[config.mk]
export PLATFORM = sky130hd
export DESIGN_NAME = psum_norm
export DESIGN_NICKNAME = d
export VERILOG_FILES = /design/src/rtl/psum_norm_pkg.sv /design/src/rtl/psum_norm_seq_divider.sv /design/src/rtl/psum_norm.sv
export SDC_FILE = /design/constraint.sdc
export NUM_CORES = 1
export LEC_CHECK = 0
export CAP_MARGIN = 5
export CORE_MARGIN = 8
export CORE_UTILIZATION = 60
export DETAILED_ROUTE_END_ITERATION = 8
export GPL_ROUTABILITY_DRIVEN = 0
export PLACE_DENSITY = 0.81
export SLEW_MARGIN = 25
export SYNTH_ARGS = -nofsm -noshare
export SYNTH_HDL_FRONTEND = slang
export SYNTH_SLANG_ARGS = --single-unit
[constraint.sdc]
create_clock -name clk -period 7.7 [get_ports clk]
set_clock_uncertainty 0.15 [all_clocks]
set_input_delay 1.54 -clock clk [delete_from_list [all_inputs] [get_ports clk]]
set_output_delay 1.54 -clock clk [all_outputs]
set_load 0.01 [all_outputs]
[src/rtl/psum_norm_pkg.sv]
// Shared constants, FSM state type and small arithmetic helpers for the
// psum normalisation stage.
package psum_norm_pkg;

  localparam int unsigned col     = 8;              // elements per psum vector
  localparam int unsigned bw      = 8;              // normalised element width (signed)
  localparam int unsigned bw_psum = 2 * bw + 4;     // psum element width (signed)
  localparam int unsigned bw_sum  = bw_psum + 4;    // local/remote/total sum width (unsigned)
  localparam int unsigned DVD_W   = bw_psum + bw - 1; // dividend width: |psum| << (bw-1)
  localparam int unsigned DIV_CYC = bw_psum + bw;   // cycles per element: 1 load + DVD_W steps

  typedef enum logic [2:0] {
    StIdle,
    StSum,
    StWait,
    StDiv,
    StDone
  } state_e;

  // Magnitude of a signed psum; the most-negative value maps to 2^(bw_psum-1) exactly.
  function automatic logic [bw_psum-1:0] abs_psum(input logic [bw_psum-1:0] v);
    return v[bw_psum-1] ? -v : v;
  endfunction

  // Clamp an unsigned quotient to the largest positive bw-bit magnitude.
  function automatic logic [bw-2:0] sat_mag(input logic [DVD_W-1:0] q);
    return (|q[DVD_W-1:bw-1]) ? '1 : q[bw-2:0];
  endfunction

endpackage

[src/rtl/psum_norm_seq_divider.sv]
// Serial unsigned restoring divider, one quotient bit per cycle.
// Ports:
//   clk, reset  clock, asynchronous active-low reset
//   start       load dividend/divisor (one cycle)
//   dividend    unsigned numerator, DVD_W bits
//   divisor     unsigned denominator, bw_sum bits (zero gives all-ones, no fault)
//   quot        quotient, valid in the cycle done is high
//   done        high in the last cycle, DIV_CYC-1 cycles after start
module seq_divider
  import psum_norm_pkg::*;
(
  input  logic              clk,
  input  logic              reset,
  input  logic              start,
  input  logic [DVD_W-1:0]  dividend,
  input  logic [bw_sum-1:0] divisor,
  output logic [DVD_W-1:0]  quot,
  output logic              done
);

  localparam int unsigned CntW = $clog2(DVD_W);

  logic              run_q;
  logic [CntW-1:0]   cnt_q;
  logic [bw_sum-1:0] rem_q, dvs_q;
  logic [DVD_W-1:0]  q_q;

  logic [bw_sum:0]   rem_sh, diff;
  logic              fits;
  logic [bw_sum-1:0] rem_n;
  logic [DVD_W-1:0]  q_n;

  // One restoring step; the quotient register shifts dividend bits out as
  // quotient bits shift in.
  always_comb begin
    rem_sh = {rem_q, q_q[DVD_W-1]};
    diff   = rem_sh - {1'b0, dvs_q};
    fits   = !diff[bw_sum];
    rem_n  = fits ? diff[bw_sum-1:0] : rem_sh[bw_sum-1:0];
    q_n    = {q_q[DVD_W-2:0], fits};
  end

  // The final step's result is presented combinationally so the element
  // finishes in exactly DIV_CYC cycles including the load cycle.
  assign done = run_q && (cnt_q == CntW'(DVD_W - 1));
  assign quot = q_n;

  always_ff @(posedge clk or negedge reset) begin
    if (!reset) begin
      run_q <= 1'b0;
      cnt_q <= '0;
      rem_q <= '0;
      dvs_q <= '0;
      q_q   <= '0;
    end else if (start) begin
      run_q <= 1'b1;
      cnt_q <= '0;
      rem_q <= '0;
      dvs_q <= divisor;
      q_q   <= dividend;
    end else if (run_q) begin
      rem_q <= rem_n;
      q_q   <= q_n;
      cnt_q <= cnt_q + CntW'(1);
      if (done) run_q <= 1'b0;
    end
  end

endmodule

[src/rtl/psum_norm.sv]
// Normalises one psum vector by the global |psum| total shared with a peer core.
// Ports:
//   clk, reset             clock, asynchronous active-low reset
//   psum_in, psum_valid    signed psum vector and its valid (taken when ready)
//   ready                  idle, can accept a vector
//   sum_out, sum_wr        local |psum| sum and its one-cycle push strobe to the peer FIFO
//   sum_full               peer FIFO full
//   rsum_in, rsum_empty    remote sum at local FIFO head, FIFO empty
//   rsum_rd                local FIFO pop, data taken in the same cycle
//   norm_out, out_valid    normalised vector (held) and its one-cycle valid pulse
module psum_norm
  import psum_norm_pkg::*;
(
  input  logic                   clk,
  input  logic                   reset,
  input  logic [col*bw_psum-1:0] psum_in,
  input  logic                   psum_valid,
  output logic                   ready,
  output logic [bw_sum-1:0]      sum_out,
  output logic                   sum_wr,
  input  logic                   sum_full,
  input  logic [bw_sum-1:0]      rsum_in,
  input  logic                   rsum_empty,
  output logic                   rsum_rd,
  output logic [col*bw-1:0]      norm_out,
  output logic                   out_valid
);

  localparam int unsigned IdxW = $clog2(col);

  state_e                 state_q, state_d;
  logic [col*bw_psum-1:0] psum_q, psum_d;
  logic [bw_sum-1:0]      sum_q, sum_d, total_q, total_d, local_in;
  logic [IdxW-1:0]        idx_q, idx_d;
  logic                   run_q, run_d;
  logic [col*bw-1:0]      res_q, res_d, norm_q, norm_d;

  logic [bw_psum-1:0]     cur_psum;
  logic [bw-2:0]          mag;
  logic [bw-1:0]          mag_ext, elem;
  logic                   div_start, div_done;
  logic [DVD_W-1:0]       div_quot;

  // Local sum is formed from the incoming vector at accept time so that
  // sum_out is already valid in the first SUM cycle alongside sum_wr.
  always_comb begin
    local_in = '0;
    for (int k = 0; k < int'(col); k++) begin
      local_in = local_in + bw_sum'(abs_psum(psum_in[k*bw_psum +: bw_psum]));
    end
  end

  assign cur_psum = psum_q[idx_q*bw_psum +: bw_psum];
  assign mag      = sat_mag(div_quot);
  assign mag_ext  = {1'b0, mag};
  // A zero total forces every element to zero regardless of the divider output.
  assign elem     = (total_q == '0) ? '0 : (cur_psum[bw_psum-1] ? -mag_ext : mag_ext);

  seq_divider u_div (
    .clk      (clk),
    .reset    (reset),
    .start    (div_start),
    .dividend ({abs_psum(cur_psum), {(bw - 1){1'b0}}}),
    .divisor  (total_q),
    .quot     (div_quot),
    .done     (div_done)
  );

  always_comb begin
    state_d   = state_q;
    psum_d    = psum_q;
    sum_d     = sum_q;
    total_d   = total_q;
    idx_d     = idx_q;
    run_d     = run_q;
    res_d     = res_q;
    norm_d    = norm_q;
    ready     = 1'b0;
    sum_wr    = 1'b0;
    rsum_rd   = 1'b0;
    out_valid = 1'b0;
    div_start = 1'b0;
    unique case (state_q)
      StIdle: begin
        ready = 1'b1;
        if (psum_valid) begin
          psum_d  = psum_in;
          sum_d   = local_in;
          state_d = StSum;
        end
      end
      StSum: begin
        if (!sum_full) begin
          sum_wr  = 1'b1;
          state_d = StWait;
        end
      end
      StWait: begin
        rsum_rd = !rsum_empty;
        if (!rsum_empty) begin
          total_d = sum_q + rsum_in;
          idx_d   = '0;
          run_d   = 1'b0;
          state_d = StDiv;
        end
      end
      StDiv: begin
        div_start = !run_q;
        if (div_start) run_d = 1'b1;
        if (div_done) begin
          run_d = 1'b0;
          res_d[idx_q*bw +: bw] = elem;
          if (idx_q == IdxW'(col - 1)) begin
            norm_d  = res_d;
            state_d = StDone;
          end else begin
            idx_d = idx_q + IdxW'(1);
          end
        end
      end
      StDone: begin
        out_valid = 1'b1;
        state_d   = StIdle;
      end
      default: state_d = StIdle;
    endcase
  end

  always_ff @(posedge clk or negedge reset) begin
    if (!reset) begin
      state_q <= StIdle;
      psum_q  <= '0;
      sum_q   <= '0;
      total_q <= '0;
      idx_q   <= '0;
      run_q   <= 1'b0;
      res_q   <= '0;
      norm_q  <= '0;
    end else begin
      state_q <= state_d;
      psum_q  <= psum_d;
      sum_q   <= sum_d;
      total_q <= total_d;
      idx_q   <= idx_d;
      run_q   <= run_d;
      res_q   <= res_d;
      norm_q  <= norm_d;
    end
  end

  assign sum_out  = sum_q;
  assign norm_out = norm_q;

endmodule

==> results of run 1 <==
## timing repair
item | CTS | global route
resized for setup | 4 | 18
gates cloned | 0 | 0
setup endpoints to repair | 1 | 5
## per-stage QoR
step | instances | hold slack [ps] | setup TNS (ps)
detailed placement | 4063 | 307 | -3060
global route | 4150 | 341 | -1.44
floorplan | 3150 | 290 | 0
global placement | 4063 | 302 | -2130
finish | 4150 | 320 | 0
CTS | 4149 | 320 | 0
## worst max-delay path, cell delays in order
cell and delay (ps):
clkdlybuf4s50_1 430, or4_4 600, or4_4 500, or3_1 400
o31ai_1 280, xnor2_1 180, fa_1 470, fa_1 540
fa_1 550, inv_1 50, fa_1 530, inv_1 50
ha_1 300, or2_2 320, a21o_1 210, a31o_2 240
a21o_1 180, a2111oi_1 400, nor3_1 100
## Yosys cell counts, types with 7 or more instances
library cell	n
a211oi_1	14
a21o_1	26
a21oi_1	96
a221oi_1	8
a22oi_1	7
a311oi_1	11
a31oi_1	11
a32oi_1	7
and2_1	16
and3_1	15
buf_1	9
buf_2	14
clkbuf_1	123
dfrtp_1	423
fa_1	121
ha_1	89
inv_1	206
mux2_2	11
mux2i_1	63
mux4_2	40
nand2_1	812
nand2b_1	29
nand3_1	35
nand4_1	13
nor2_1	124
nor2b_1	13
nor3_1	30
nor4_1	21
o211ai_1	14
o21a_1	30
o21ai_0	268
o31ai_1	58
o41ai_1	24
or2_2	14
or3_1	30
or4_1	22
xnor2_1	136
xor2_1	71
## how the worst min path moves through the flow
stage | end | depth (start not counted)
4_1_cts | res_q[13] | 2
2_1_floorplan | res_q[13] | 2
3_5_place_dp | res_q[13] | 2
5_1_grt | psum_q[158] | 2
3_3_place_gp | psum_q[57] | 2
6_report | res_q[13] | 2
## final cells by class
class | count | area [um2]
multi-input combinational | 2365 | 16300
fill | 3312 | 12200
sequential | 423 | 10600
timing repair buffer | 461 | 4210
clock buffer | 72 | 1380
inverter | 208 | 781
tap | 607 | 759
clock inverter | 14 | 199
## routing by layer
| metal | vias to the layer above | part of all wire (%) |
|---|---|---|
| met2 | 1289 | 48 |
| met4 | 2 | 6.0 |
| met5 | - | 0.015 |
| met1 | 12300 | 37 |
| met3 | 318 | 9.0 |
| li1 | 11400 | - |
## where the power goes
part | internal, mW | total, mW | switching [mW] | leakage (nW)
Clock | 1.32 | 2.31 | 0.990 | 0.756
Combinational | 4.26 | 9.46 | 5.20 | 9.69
Sequential | 2.98 | 3.56 | 0.578 | 5.47
Total | 8.56 | 15.3 | 6.77 | 15.9
## logic make-up after synthesis
kind of cell	Yosys count	share of synthesized area, %
AO/OA/AOI/OAI	628	14.1
XOR/XNOR	207	6.43
flip-flops	423	37.5
AND/OR/NAND/NOR	1204	18.5
other	1	0.0133
multiplexers	115	5.92
buffers and inverters	362	5.03
adder cells (fa/ha/maj)	210	12.5
## state kept, by name, indices dropped and copies added (netlist names), 23 cells and up
register     flops
total_q         24
norm_out        64
u_div.rem_q     24
u_div.dvs_q     24
psum_q         160
res_q           64
sum_out         23
u_div.q_q       27
==> summary.md, run 1 <==
| Metric | Value |
|---|---|
| CTS tree | yes |
| Die span in y | 233 um |
| Synth Net Count | 3549 |
| H-tree Lvls | 2 |
| Peak Freq | 0.133 GHz |
| CTS Buffer Depth | 3 |
| Synthesis-stage register bit count | 423 |
| Hold Vio Cnt, Final | 0 |
| EDFF count, synth | 0 |
| Total GRT Usage | 32.2% |
| Top post-synthesis cells by area | dfrtp_1 38%, nand2_1 11%, fa_1 8.6% |
| Via density | 6.11 |
| Global-route met2 utilization | 53.1% |
| Iter 0 DRT Violations | 2482 |
| Worst Max-Slew Pin Slew | 1080 ps |
| Reg2reg start | u_div.q_q[26] |
| Sequential-to-total area share from yosys stat | 37.5% |
| Most Used Layer, Global Route | met2 |
| Wire per inst | 21.2 um |
| Pre-CTS worst setup slack | -770 ps |
| Clock root buffer | clkbuf_16 |
| Post-CTS Setup Inserts | 0 |
| Max-slew violations | 0 |
| Synth top area share | 37.5% |
| Status | complete, no violations |
| WL final | 88000 um |
| Num rows | 79 |
| Worst setup margin | 174 ps |
| Vias in the first global route | 25.9k |
| Min-delay src | res_q[13] |
| Setup crit start | psum_in[43] |
| Io pins | 281 |
| Share of layout cells above drive strength 1 | 10.4% |
| Residual DRC | 0 |
| Pwr Density | 448 mW/mm2 |
| N_diodes | 0 |
| Max VDD drop | 0.395 mV |
| Vias | 25.3k |
| # port buffers | 279 |
| Dominant cell type by area after synthesis | dfrtp_1 |
| Post-Syn Area | 0.0282 mm2 |
| Max FO, Critical Path | 4 |
| Distinct cells, synth | 83 |
| R2r setup slk | 2190 ps |
| RR Endpoint | norm_out[30] |
| Finished layout cell area | 0.0343 mm2 |
| Arr. time, crit path | 7860 ps |
| Lkg Pwr | 15.9 nW |
| Relative slew slack | 27.7% |
| Crit start category | input pin |
| Period utilisation layout | 97.7% |
| Post-route ant nets | 0 |
| Asr flop ratio synth | 100% |
| Met3 Usage GRT | 7.58% |
| Core Box Area | 0.0465 mm2 |
| Placed inst area | 0.0325 mm2 |
| # nets final | 3905 |
| Max-cap violation count | 0 |
| Worst setup path endpoint | sum_out[22] |
| Num CTS Buffers | 47 |
| Chip width | 233 um |
| Initial antenna violation count | 1 |
| Largest net degree at the start of global routing | 149 |
| Synth warn | 0 |
| Average size of a mapped cell | 8.96 um2 |
| Tmin final | 7530 ps |
| Reg clk slew, reported paths | 60 ps |
| Overall Power | 15.3 mW |
| First-pass GRT wire length | 139000 um |
| Util after Layout | 73.7% |
| Hold Path Class | flop to flop |
| Hold buffers post-CTS | 0 |
| Most common cell after layout, fill and taps aside | nand2_1 |
| Most frequent cells in the layout | 810 x nand2_1, 420 x dfrtp_1, 278 x clkdlybuf4s50_1, 266 x o21ai_0, 206 x inv_1 |
| Most used DFF post-synth | dfrtp_1 |
| CP required | 8040 ps |
| Clk_lat worst skew | 620 ps |
| Final Setup Violations | 0 |
| Die area | 0.0542 mm2 |
| Initial Util | 60.7% |
| Post-synthesis cell count | 3150 |
| DR pass1 iterations | 6 |
| Area Growth Syn to Fin | 21.4% |
| CP Class | input pin to flop |
| Total overflow reported by the global router | 0 |
| Worst setup EP type | flop |
| Reg2reg path depth | 20 |
| DP HPWL | 65400 um |
| GR Layer Usage met1 | 39.1% |
| Clk sink count | 423 |
Note: power is estimated with default switching activity, not from simulation.
==> run 2, diff against run 1 <==
--- a/constraint.sdc
+++ b/constraint.sdc
@@ -4,2 +4,2 @@
 set_output_delay 1.54 -clock clk [all_outputs]
-set_load 0.01 [all_outputs]
+set_load 0.005 [all_outputs]
==> results of run 2 <==
Same layout as run 1 (identical final DEF). Status: complete, no violations.
